--- config.mk ---
export PLATFORM = sky130hd
export DESIGN_NAME = led_bank_arbiter_flat
export DESIGN_NICKNAME = d
export VERILOG_FILES = /design/src/rtl/led_pkg.sv /design/src/rtl/led_bank_arbiter_if.sv /design/src/rtl/led_tick_gen.sv /design/src/rtl/led_bank_arbiter.sv /design/src/flat_wrapper.sv
export SDC_FILE = /design/constraint.sdc
export NUM_CORES = 1
export LEC_CHECK = 0
export CORE_MARGIN = 10
export CORE_UTILIZATION = 40
export CTS_CLUSTER_DIAMETER = 100
export DETAILED_ROUTE_END_ITERATION = 10
export PLACE_DENSITY = 0.61
export REMOVE_ABC_BUFFERS = 1
export SLEW_MARGIN = 20
export SYNTH_ARGS = -nofsm -noshare
export SYNTH_HDL_FRONTEND = slang
export SYNTH_HIERARCHICAL = 1
export SYNTH_SLANG_ARGS = --single-unit
--- constraint.sdc ---
create_clock -name clock -period 3.1 [get_ports clock]
set_clock_uncertainty 0.1 [all_clocks]
set_input_delay 0.62 -clock clock [delete_from_list [all_inputs] [get_ports clock]]
set_output_delay 0.62 -clock clock [all_outputs]
set_load 0.02 [all_outputs]
--- src/rtl/led_pkg.sv ---
// -----------------------------------------------------------------------------
// led_pkg
// Shared definitions for the status-LED bank logic: the bank width, the
// all-on pattern shown during maintenance, and the arbiter state encoding.
// No ports (package).
// -----------------------------------------------------------------------------
package led_pkg;

  localparam int LED_COUNT = 6;

  localparam logic [LED_COUNT-1:0] LED_ALL_ON = 6'h3F;

  // MTNE is only reachable when the maintenance override is compiled in.
  typedef enum logic [1:0] {
    IDLE    = 2'd0,
    HOLD    = 2'd1,
    RELEASE = 2'd2,
    MTNE    = 2'd3
  } led_arb_state_t;

endpackage

--- src/rtl/led_bank_arbiter_if.sv ---
// -----------------------------------------------------------------------------
// led_bank_arbiter_if
// Bundles the requester-facing and LED-stage-facing signals of the LED bank
// arbiter.
//   req          requester request levels (one bit per requester)
//   req_pattern  requester i pattern at bits [6i+5:6i]
//   mtne_req     maintenance override request
//   grant        one-hot current owner, zero when idle
//   done         one-cycle pulse on normal completion of the owner's dwell
//   led_enable   latched pattern of the current owner
//   mtne_mode    maintenance override active
//   busy         arbiter is not idle
// Modports: master = requester/system side, slave = arbiter side.
// -----------------------------------------------------------------------------
interface led_bank_arbiter_if #(
  parameter int NUM_REQ = 4
);
  import led_pkg::*;

  logic [NUM_REQ-1:0]           req;
  logic [LED_COUNT*NUM_REQ-1:0] req_pattern;
  logic                         mtne_req;
  logic [NUM_REQ-1:0]           grant;
  logic [NUM_REQ-1:0]           done;
  logic [LED_COUNT-1:0]         led_enable;
  logic                         mtne_mode;
  logic                         busy;

  modport master (
    output req, req_pattern, mtne_req,
    input  grant, done, led_enable, mtne_mode, busy
  );

  modport slave (
    input  req, req_pattern, mtne_req,
    output grant, done, led_enable, mtne_mode, busy
  );

endinterface

--- src/rtl/led_tick_gen.sv ---
// -----------------------------------------------------------------------------
// led_tick_gen
// Free-running divider that emits a one-cycle tick every TICK_DIV clocks.
// Also used by the LED output stage in place of a derived slow clock.
//   clock  in   system clock, posedge
//   reset  in   synchronous active-low reset
//   clear  in   holds the divider at zero while high (no tick)
//   tick   out  one-cycle pulse on the cycle the divider wraps
// -----------------------------------------------------------------------------
module led_tick_gen #(
  parameter int TICK_DIV = 10000000
) (
  input  logic clock,
  input  logic reset,
  input  logic clear,
  output logic tick
);

  localparam int CNT_W = (TICK_DIV > 1) ? $clog2(TICK_DIV) : 1;
  localparam logic [CNT_W-1:0] CNT_LAST = CNT_W'(TICK_DIV - 1);

  logic [CNT_W-1:0] count_reg;
  logic [CNT_W-1:0] count_next;

  always_comb begin
    count_next = count_reg;
    if (clear) begin
      count_next = '0;
    end else if (count_reg == CNT_LAST) begin
      count_next = '0;
    end else begin
      count_next = count_reg + CNT_W'(1);
    end
  end

  always_ff @(posedge clock) begin
    if (!reset) begin
      count_reg <= '0;
    end else begin
      count_reg <= count_next;
    end
  end

  // The tick marks the last count of a period, so the consumer acts on the
  // same edge at which the divider wraps.
  assign tick = !clear && (count_reg == CNT_LAST);

endmodule

--- src/rtl/led_bank_arbiter.sv ---
// -----------------------------------------------------------------------------
// led_bank_arbiter
// Round-robin owner selection for the shared 6-LED status bank. The winner's
// pattern is latched and held for DWELL_TICKS ticks of TICK_DIV clocks, then
// the bank is released with a done pulse. Dropping req during the dwell
// aborts the grant without done.
// Optional feature macro: LED_ARB_MTNE_EN -- maintenance override; mtne_req
// forces all LEDs on and drops any owner. Without it mtne_req is ignored and
// mtne_mode is tied low.
// Ports:
//   clock  in   system clock, posedge
//   reset  in   synchronous active-low reset
//   bus    led_bank_arbiter_if.slave (req, req_pattern, mtne_req in;
//          grant, done, led_enable, mtne_mode, busy out)
// -----------------------------------------------------------------------------
module led_bank_arbiter
  import led_pkg::*;
#(
  parameter int NUM_REQ     = 4,
  parameter int TICK_DIV    = 10000000,
  parameter int DWELL_TICKS = 8
) (
  input  logic                clock,
  input  logic                reset,
  led_bank_arbiter_if.slave   bus
);

  localparam int IDX_W = (NUM_REQ > 1) ? $clog2(NUM_REQ) : 1;
  localparam int DW_W  = $clog2(DWELL_TICKS) + 1;
  localparam logic [DW_W-1:0]  DWELL_LAST = DW_W'(DWELL_TICKS - 1);
  localparam logic [IDX_W-1:0] LAST_INIT  = IDX_W'(NUM_REQ - 1);

  led_arb_state_t       state_reg, state_next;
  logic [NUM_REQ-1:0]   grant_reg, grant_next;
  logic [NUM_REQ-1:0]   done_reg, done_next;
  logic [LED_COUNT-1:0] led_reg, led_next;
  logic [IDX_W-1:0]     last_reg, last_next;
  logic [IDX_W-1:0]     owner_reg, owner_next;
  logic [DW_W-1:0]      dwell_reg, dwell_next;

  logic                 tick;
  logic                 tick_clear;

  logic                 rr_found;
  logic [IDX_W-1:0]     rr_winner;
  int                   rr_idx;

  logic [LED_COUNT-1:0] pattern [NUM_REQ];

  for (genvar gi = 0; gi < NUM_REQ; gi++) begin : g_pattern
    assign pattern[gi] = bus.req_pattern[gi*LED_COUNT +: LED_COUNT];
  end

  // The divider only runs while a grant is held; it sits at zero otherwise,
  // so every dwell starts from a full tick period.
  assign tick_clear = (state_reg != HOLD);

  led_tick_gen #(
    .TICK_DIV (TICK_DIV)
  ) u_tick_gen (
    .clock (clock),
    .reset (reset),
    .clear (tick_clear),
    .tick  (tick)
  );

  // Round-robin search starting just after the previous owner.
  always_comb begin
    rr_found  = 1'b0;
    rr_winner = '0;
    rr_idx    = 0;
    for (int k = 1; k <= NUM_REQ; k++) begin
      rr_idx = (int'(last_reg) + k) % NUM_REQ;
      if (!rr_found && bus.req[IDX_W'(rr_idx)]) begin
        rr_found  = 1'b1;
        rr_winner = IDX_W'(rr_idx);
      end
    end
  end

`ifdef LED_ARB_MTNE_EN
  logic mtne_reg, mtne_next;
`endif

  always_comb begin
    state_next = state_reg;
    grant_next = grant_reg;
    done_next  = '0;
    led_next   = led_reg;
    last_next  = last_reg;
    owner_next = owner_reg;
    dwell_next = dwell_reg;
`ifdef LED_ARB_MTNE_EN
    mtne_next  = mtne_reg;
`endif

    case (state_reg)
      IDLE: begin
        if (rr_found) begin
          state_next = HOLD;
          owner_next = rr_winner;
          grant_next = NUM_REQ'(1) << rr_winner;
          led_next   = pattern[rr_winner];
          dwell_next = '0;
        end
      end

      HOLD: begin
        // An owner giving up the bank takes precedence over completion.
        if (!bus.req[owner_reg]) begin
          state_next = RELEASE;
          grant_next = '0;
          led_next   = '0;
          last_next  = owner_reg;
        end else if (tick) begin
          if (dwell_reg == DWELL_LAST) begin
            state_next = RELEASE;
            grant_next = '0;
            led_next   = '0;
            last_next  = owner_reg;
            done_next  = grant_reg;
          end else begin
            dwell_next = dwell_reg + DW_W'(1);
          end
        end
      end

      // Outputs were already cleared on entry; this cycle carries done.
      RELEASE: begin
        state_next = IDLE;
      end

`ifdef LED_ARB_MTNE_EN
      MTNE: begin
        if (!bus.mtne_req) begin
          state_next = IDLE;
          led_next   = '0;
          mtne_next  = 1'b0;
        end
      end
`endif

      default: begin
        state_next = IDLE;
        grant_next = '0;
        led_next   = '0;
      end
    endcase

`ifdef LED_ARB_MTNE_EN
    // Maintenance overrides everything, including a completion on this
    // edge; the pointer is left where it was so fairness is preserved.
    if (bus.mtne_req) begin
      state_next = MTNE;
      grant_next = '0;
      done_next  = '0;
      led_next   = LED_ALL_ON;
      last_next  = last_reg;
      dwell_next = '0;
      mtne_next  = 1'b1;
    end
`endif
  end

  always_ff @(posedge clock) begin
    if (!reset) begin
      state_reg <= IDLE;
      grant_reg <= '0;
      done_reg  <= '0;
      led_reg   <= '0;
      last_reg  <= LAST_INIT;
      owner_reg <= '0;
      dwell_reg <= '0;
    end else begin
      state_reg <= state_next;
      grant_reg <= grant_next;
      done_reg  <= done_next;
      led_reg   <= led_next;
      last_reg  <= last_next;
      owner_reg <= owner_next;
      dwell_reg <= dwell_next;
    end
  end

`ifdef LED_ARB_MTNE_EN
  always_ff @(posedge clock) begin
    if (!reset) begin
      mtne_reg <= 1'b0;
    end else begin
      mtne_reg <= mtne_next;
    end
  end

  assign bus.mtne_mode = mtne_reg;
`else
  logic unused_mtne_req;
  assign unused_mtne_req = bus.mtne_req;
  assign bus.mtne_mode   = 1'b0;
`endif

  assign bus.grant      = grant_reg;
  assign bus.done       = done_reg;
  assign bus.led_enable = led_reg;
  assign bus.busy       = (state_reg != IDLE);

endmodule

--- src/flat_wrapper.sv ---
// flat-port wrapper written by rule: the top's interface ports become plain ports
module led_bank_arbiter_flat import led_pkg::*;
#(
  parameter int NUM_REQ     = 4,
  parameter int TICK_DIV    = 10000000,
  parameter int DWELL_TICKS = 8
)
  (clock, reset, bus_req, bus_req_pattern, bus_mtne_req, bus_grant, bus_done, bus_led_enable, bus_mtne_mode, bus_busy);
  led_bank_arbiter_if #(.NUM_REQ(NUM_REQ)) bus_i ();
  input  logic clock;
  input  logic reset;
  input wire logic [$bits(bus_i.req)-1:0] bus_req;
  input wire logic [$bits(bus_i.req_pattern)-1:0] bus_req_pattern;
  input wire logic [$bits(bus_i.mtne_req)-1:0] bus_mtne_req;
  output wire logic [$bits(bus_i.grant)-1:0] bus_grant;
  output wire logic [$bits(bus_i.done)-1:0] bus_done;
  output wire logic [$bits(bus_i.led_enable)-1:0] bus_led_enable;
  output wire logic [$bits(bus_i.mtne_mode)-1:0] bus_mtne_mode;
  output wire logic [$bits(bus_i.busy)-1:0] bus_busy;
  assign bus_i.req = bus_req;
  assign bus_i.req_pattern = bus_req_pattern;
  assign bus_i.mtne_req = bus_mtne_req;
  assign bus_grant = bus_i.grant;
  assign bus_done = bus_i.done;
  assign bus_led_enable = bus_i.led_enable;
  assign bus_mtne_mode = bus_i.mtne_mode;
  assign bus_busy = bus_i.busy;
  led_bank_arbiter #(.NUM_REQ(NUM_REQ), .TICK_DIV(TICK_DIV), .DWELL_TICKS(DWELL_TICKS)) u_core (.clock(clock), .reset(reset), .bus(bus_i));
endmodule
==> results.toml, run 1 <==
[sta]
worst_slew_pin_slew_ps = 993
fmax_mhz = 362
drv_slew = 0
fin_crit_ps = 2760
finalHoldViolations = 0
fin_crit_sh_pct = 89.0
finalSetupViolations = 0
maxSlewHeadroom_pct = 33.8
rsz0062_at_grt = "false"
tns_ps = 0

[critical_path]
worstPathBufferInverterCount = 0
cp_cell_sequence = "ha_1 -> nand3_1 -> nor4_1 -> nand3_1 -> nor2_1 -> nand4b_1 -> a21oi_1 -> mux2i_1 -> nand2_1"
end_kind = "register"
max_stage_delay_ps = 480
crit_arrival_ps = 2840
cp.required_ps = 3190
cp_top_family = "simple AND/OR/NAND/NOR gates"
startpoint_type = "register"
path_class = "reg2reg"
path_common_cell = "nand3_1"
slowest_stage = "nor4_1"
worstPathMaxFanout = 4

[global_routing]
grt_antenna_before_repair = 0
grt_pass1_vias = 1976
gr-usage-all-layers_pct = 12.1
grt_pass1_wl_um = 9780
overflow = 0
grt_max_degree = 25

[layout]
nNetsFinal = 336
layoutNonFillerInstCount = 379
largest_register_ffs = 24
area_growth_pct = 24.3
final_layout_size_suffix_gt1_share_pct = 8.88
final_cell_mix = "dfxtp_1 (48), clkdlybuf4s50_1 (44), nor2_1 (26)"
layout_commonest_cell = "dfxtp_1"
diodes = 0

[route]
firstDrtPassIters = 4
drc = 0
wire_per_inst_um = 14.8
vias_per_cell = 5.32
vias = 2017
routed_wl_um = 5600
antenna_left = 0
drtIter0Drc = 120

[yosys]
avgSynthCellArea_sq_um = 9.25
synth_area_sq_um = 2390
synth_top_area_cell = "dfxtp_1"
synth_seq_cells = 48
yosysSeqAreaShare_pct = 40.3
synthFlopType = "dfxtp_1"
yosysWarnings = 6
async_flop_share_pct = 0
synthTopCellsByArea = "dfxtp_1 (40%), mux2i_1 (5.9%), nor2_1 (4.1%), xnor2_1 (4.0%), a21oi_1 (2.7%)"
synth_edf_count = 0
yosysTopAreaCellShare_pct = 40.3
synthCells = 258
synth_cell_type_count = 52

[place]
port_buffers = 44
routabilityCongestion = 0.767
numPlacedInstances = 371
hpwl_um = 4170

[clock_network]
cts_setup_buffers = 0
cts_tree = "done"
clk_path_buf_depth = 2
clk_pin_slew_ps = 80
ctsHoldBuffers = 0
cts-root-buf = "clkbuf_8"
htree_levels = 2
cts_resized = 0
clock-sinks = 48
cts_buffers = 5
clk_latency_ps = 300

[hold_path]
hold_class = "reg2reg"

[power_and_ir_drop]
power_density_nw_per_um2 = 441
p_leak_uw = 0.00104
irDropWorstVdd_mv = 0.231

[die]
ios = 47
die_w_um = 97.3
initial_utilization_pct = 40.8
core_area_sq_um = 5850
fp.dieArea_sq_um = 9460
die_h_um = 97.3
rows = 28

[run]
maxCapViolations = 0

[status]
status = "finished clean"
## worst paths after layout
| path | startpoint | to | slack [ps] | cells after the start |
|---|---|---|---|---|
| setup reg to reg | u_core/u_tick_gen/count_reg[0] | u_core/last_reg[0] | 340 | 9 |
| hold / removal | u_core/u_tick_gen/count_reg[0] | u_core/u_tick_gen/count_reg[0] | 370 | 1 |
| setup / recovery | u_core/u_tick_gen/count_reg[0] | u_core/last_reg[0] | 340 | 9 |
| hold reg to reg | u_core/u_tick_gen/count_reg[0] | u_core/u_tick_gen/count_reg[0] | 370 | 1 |
## layer usage
metal | share of wire, % | routed length (um) | up-vias | GRT usage [%]
li1 | - | - | 1024 | -
met1 | 44 | 2470 | 950 | 14.8
met2 | 51 | 2860 | 36 | 20.4
met3 | 3.1 | 176 | 7 | 2.42
met4 | 1.7 | 93 | 0 | 4.70
met5 | 0 | 0 | - | 0
## power by group
part           internal, uW  leakage, uW  total [uW]  switching (uW)
clock network           182    0.0000455         380             198
logic                   134     0.000601         266             131
registers               643     0.000389         664            20.4
total                   960      0.00104        1310             350
## synthesized netlist by cell type (4+ instances only)
cell and number:
a31o_1 6, o21ai_0 10, nand4_1 5, nand3_1 13
xor2_1 5, dfxtp_1 48, or3_1 8, o31ai_1 4
nor4_1 6, mux2i_1 14, inv_1 8, o22ai_1 6
nand2_1 14, a21oi_1 13, buf_2 4, nor2_1 26
and2_1 7, xnor2_1 11
## cells by family after synthesis
family / synth area share, %
buffers and inverters: 3.72
other: 0.157
xor gates and xnor gates: 5.87
and+or+nand+nor: 25.4
muxes: 6.81
adders and majority gates: 1.05
DFF: 40.3
AOI/OAI and AO/OA: 16.8
## metrics by stage
stage | instance area (sq um) | setup slack [ps] | hold slack, ps | utilization [%] | power [uW]
after floorplan | 2330 | 809 | 340 | - | 828
after global placement | 2880 | 377 | 356 | 49.2 | 944
after detailed placement | 2880 | 393 | 364 | 49.2 | 946
after CTS | 2970 | 384 | 383 | 50.7 | 1330
after global routing | 2970 | 39.1 | 407 | 50.7 | 1380
final | 2970 | 341 | 374 | 50.7 | 1310
## cell type report
class / instances / area [sq um]
fill: 570 / 2880
multi-input combinational: 194 / 1340
sequential: 48 / 961
timing repair buffer: 46 / 455
tap: 75 / 93.8
clock buffer: 8 / 90.1
inverter: 8 / 30.0
Note: power is estimated with default switching activity, not from simulation.
==> inputs of run 2 (changes only) <==
CAP_MARGIN = 40   (was not set)
CTS_CLUSTER_SIZE = 20   (was not set)
clock period = 3.5 ns   (was 3.1 ns; I/O delays follow)
==> results.toml, run 2 (synthesis gave the netlist of run 1 again) <==
[route]
vias_per_cell = 5.24
drtIter0Drc = 110
antenna_left = 0
routed_wl_um = 5560
firstDrtPassIters = 4
wire_per_inst_um = 14.7
drc = 0
vias = 1979

[die]
fp.dieArea_sq_um = 9460
die_h_um = 97.3
die_w_um = 97.3
ios = 47
core_area_sq_um = 5850
rows = 28
initial_utilization_pct = 40.8

[place]
numPlacedInstances = 371
hpwl_um = 4180
port_buffers = 44
routabilityCongestion = 0.773

[critical_path]
worstPathMaxFanout = 4
path_class = "reg2reg"
path_common_cell = "nand3_1"
crit_arrival_ps = 2790
max_stage_delay_ps = 460
cp_cell_sequence = "ha_1 -> nand3_1 -> nor4_1 -> nand3_1 -> nor2_1 -> nand4b_1 -> a21oi_1 -> mux2i_1 -> nand2_1"
cp_num_cells = 9
cp.required_ps = 3580
ff2ff_path_depth = 9
startpoint_type = "register"
slowest_stage = "nor4_1"
worstPathBufferInverterCount = 0
end_kind = "register"
cp_top_family = "simple AND/OR/NAND/NOR gates"

[power_and_ir_drop]
irDropWorstVdd_mv = 0.212
power_density_nw_per_um2 = 382
p_leak_uw = 0.00103

[clock_network]
cts-root-buf = "clkbuf_8"
cts_setup_buffers = 0
cts_resized = 0
cts_tree = "done"
clk_latency_ps = 300
ctsHoldBuffers = 0
clock-sinks = 48
clk_path_buf_depth = 2
clk_pin_slew_ps = 90
htree_levels = 2
cts_buffers = 5

[sta]
finalHoldViolations = 0
drv_slew = 0
fin_crit_ps = 2710
fin_crit_sh_pct = 77.5
finalSetupViolations = 0
worst_slew_pin_slew_ps = 685
fmax_mhz = 369
rsz0062_at_grt = "false"
tns_ps = 0
maxSlewHeadroom_pct = 54.3

[layout]
final_layout_size_suffix_gt1_share_pct = 8.91
area_growth_pct = 24.0
nNetsFinal = 336
layout_commonest_cell = "dfxtp_1"
final_cell_mix = "dfxtp_1 (48), clkdlybuf4s50_1 (44), nor2_1 (26)"
largest_register_ffs = 24
n_fill_cell = 569
layoutNonFillerInstCount = 378
diodes = 0

[hold_path]
hold_class = "reg2reg"
min_path_cells = 1

[run]
maxCapViolations = 0

[global_routing]
grt_antenna_before_repair = 0
grt_pass1_vias = 1911
grt_pass1_wl_um = 9510
grt_max_degree = 18
overflow = 0
gr-usage-all-layers_pct = 11.8

[status]
status = "finished clean"
[run 2: cell type report]
class                      instances  area [sq um]  share of cell area (%)
tap                               75          93.8                    3.17
inverter                           8          30.0                    1.01
clock inverter                     1          5.00                   0.169
multi-input combinational        194          1340                    45.2
clock buffer                       6          72.6                    2.45
timing repair buffer              46           459                    15.5
sequential                        48           961                    32.5
[run 2: path summary, 6_finish.rpt]
check | start | endpoint | slack (ps)
setup / recovery | u_core/u_tick_gen/count_reg[0] | u_core/last_reg[0] | 790
setup reg to reg | u_core/u_tick_gen/count_reg[0] | u_core/last_reg[0] | 790
hold reg to reg | u_core/u_tick_gen/count_reg[0] | u_core/u_tick_gen/count_reg[0] | 370
hold / removal | u_core/u_tick_gen/count_reg[0] | u_core/u_tick_gen/count_reg[0] | 370
[run 2: through the flow]
step                      hold slack, ps  worst slack, ps  util, %  total power, uW  area (sq um)
after CTS                            381              818     50.6             1150          2960
final                                373              789     50.6             1130          2960
after floorplan                      340             1210        -              734          2330
after global placement               356              656     49.1              834          2870
after detailed placement             361              671     49.3              837          2880
after global routing                 412              524     50.6             1190          2960
[run 2: layer usage]
layer / wire (um) / up-vias / track usage (%)
met3: 158 / 7 / 2.77
met5: 0 / - / 0
li1: - / 1025 / -
met1: 2510 / 928 / 14.2
met2: 2820 / 19 / 20.1
met4: 71 / 0 / 4.14
[run 2: report_power, final]
part	total (uW)	switching, uW	internal [uW]	leakage [uW]
Sequential	588	17.9	570	0.000389
Combinational	234	115	119	0.000602
Clock	308	172	136	0.0000410
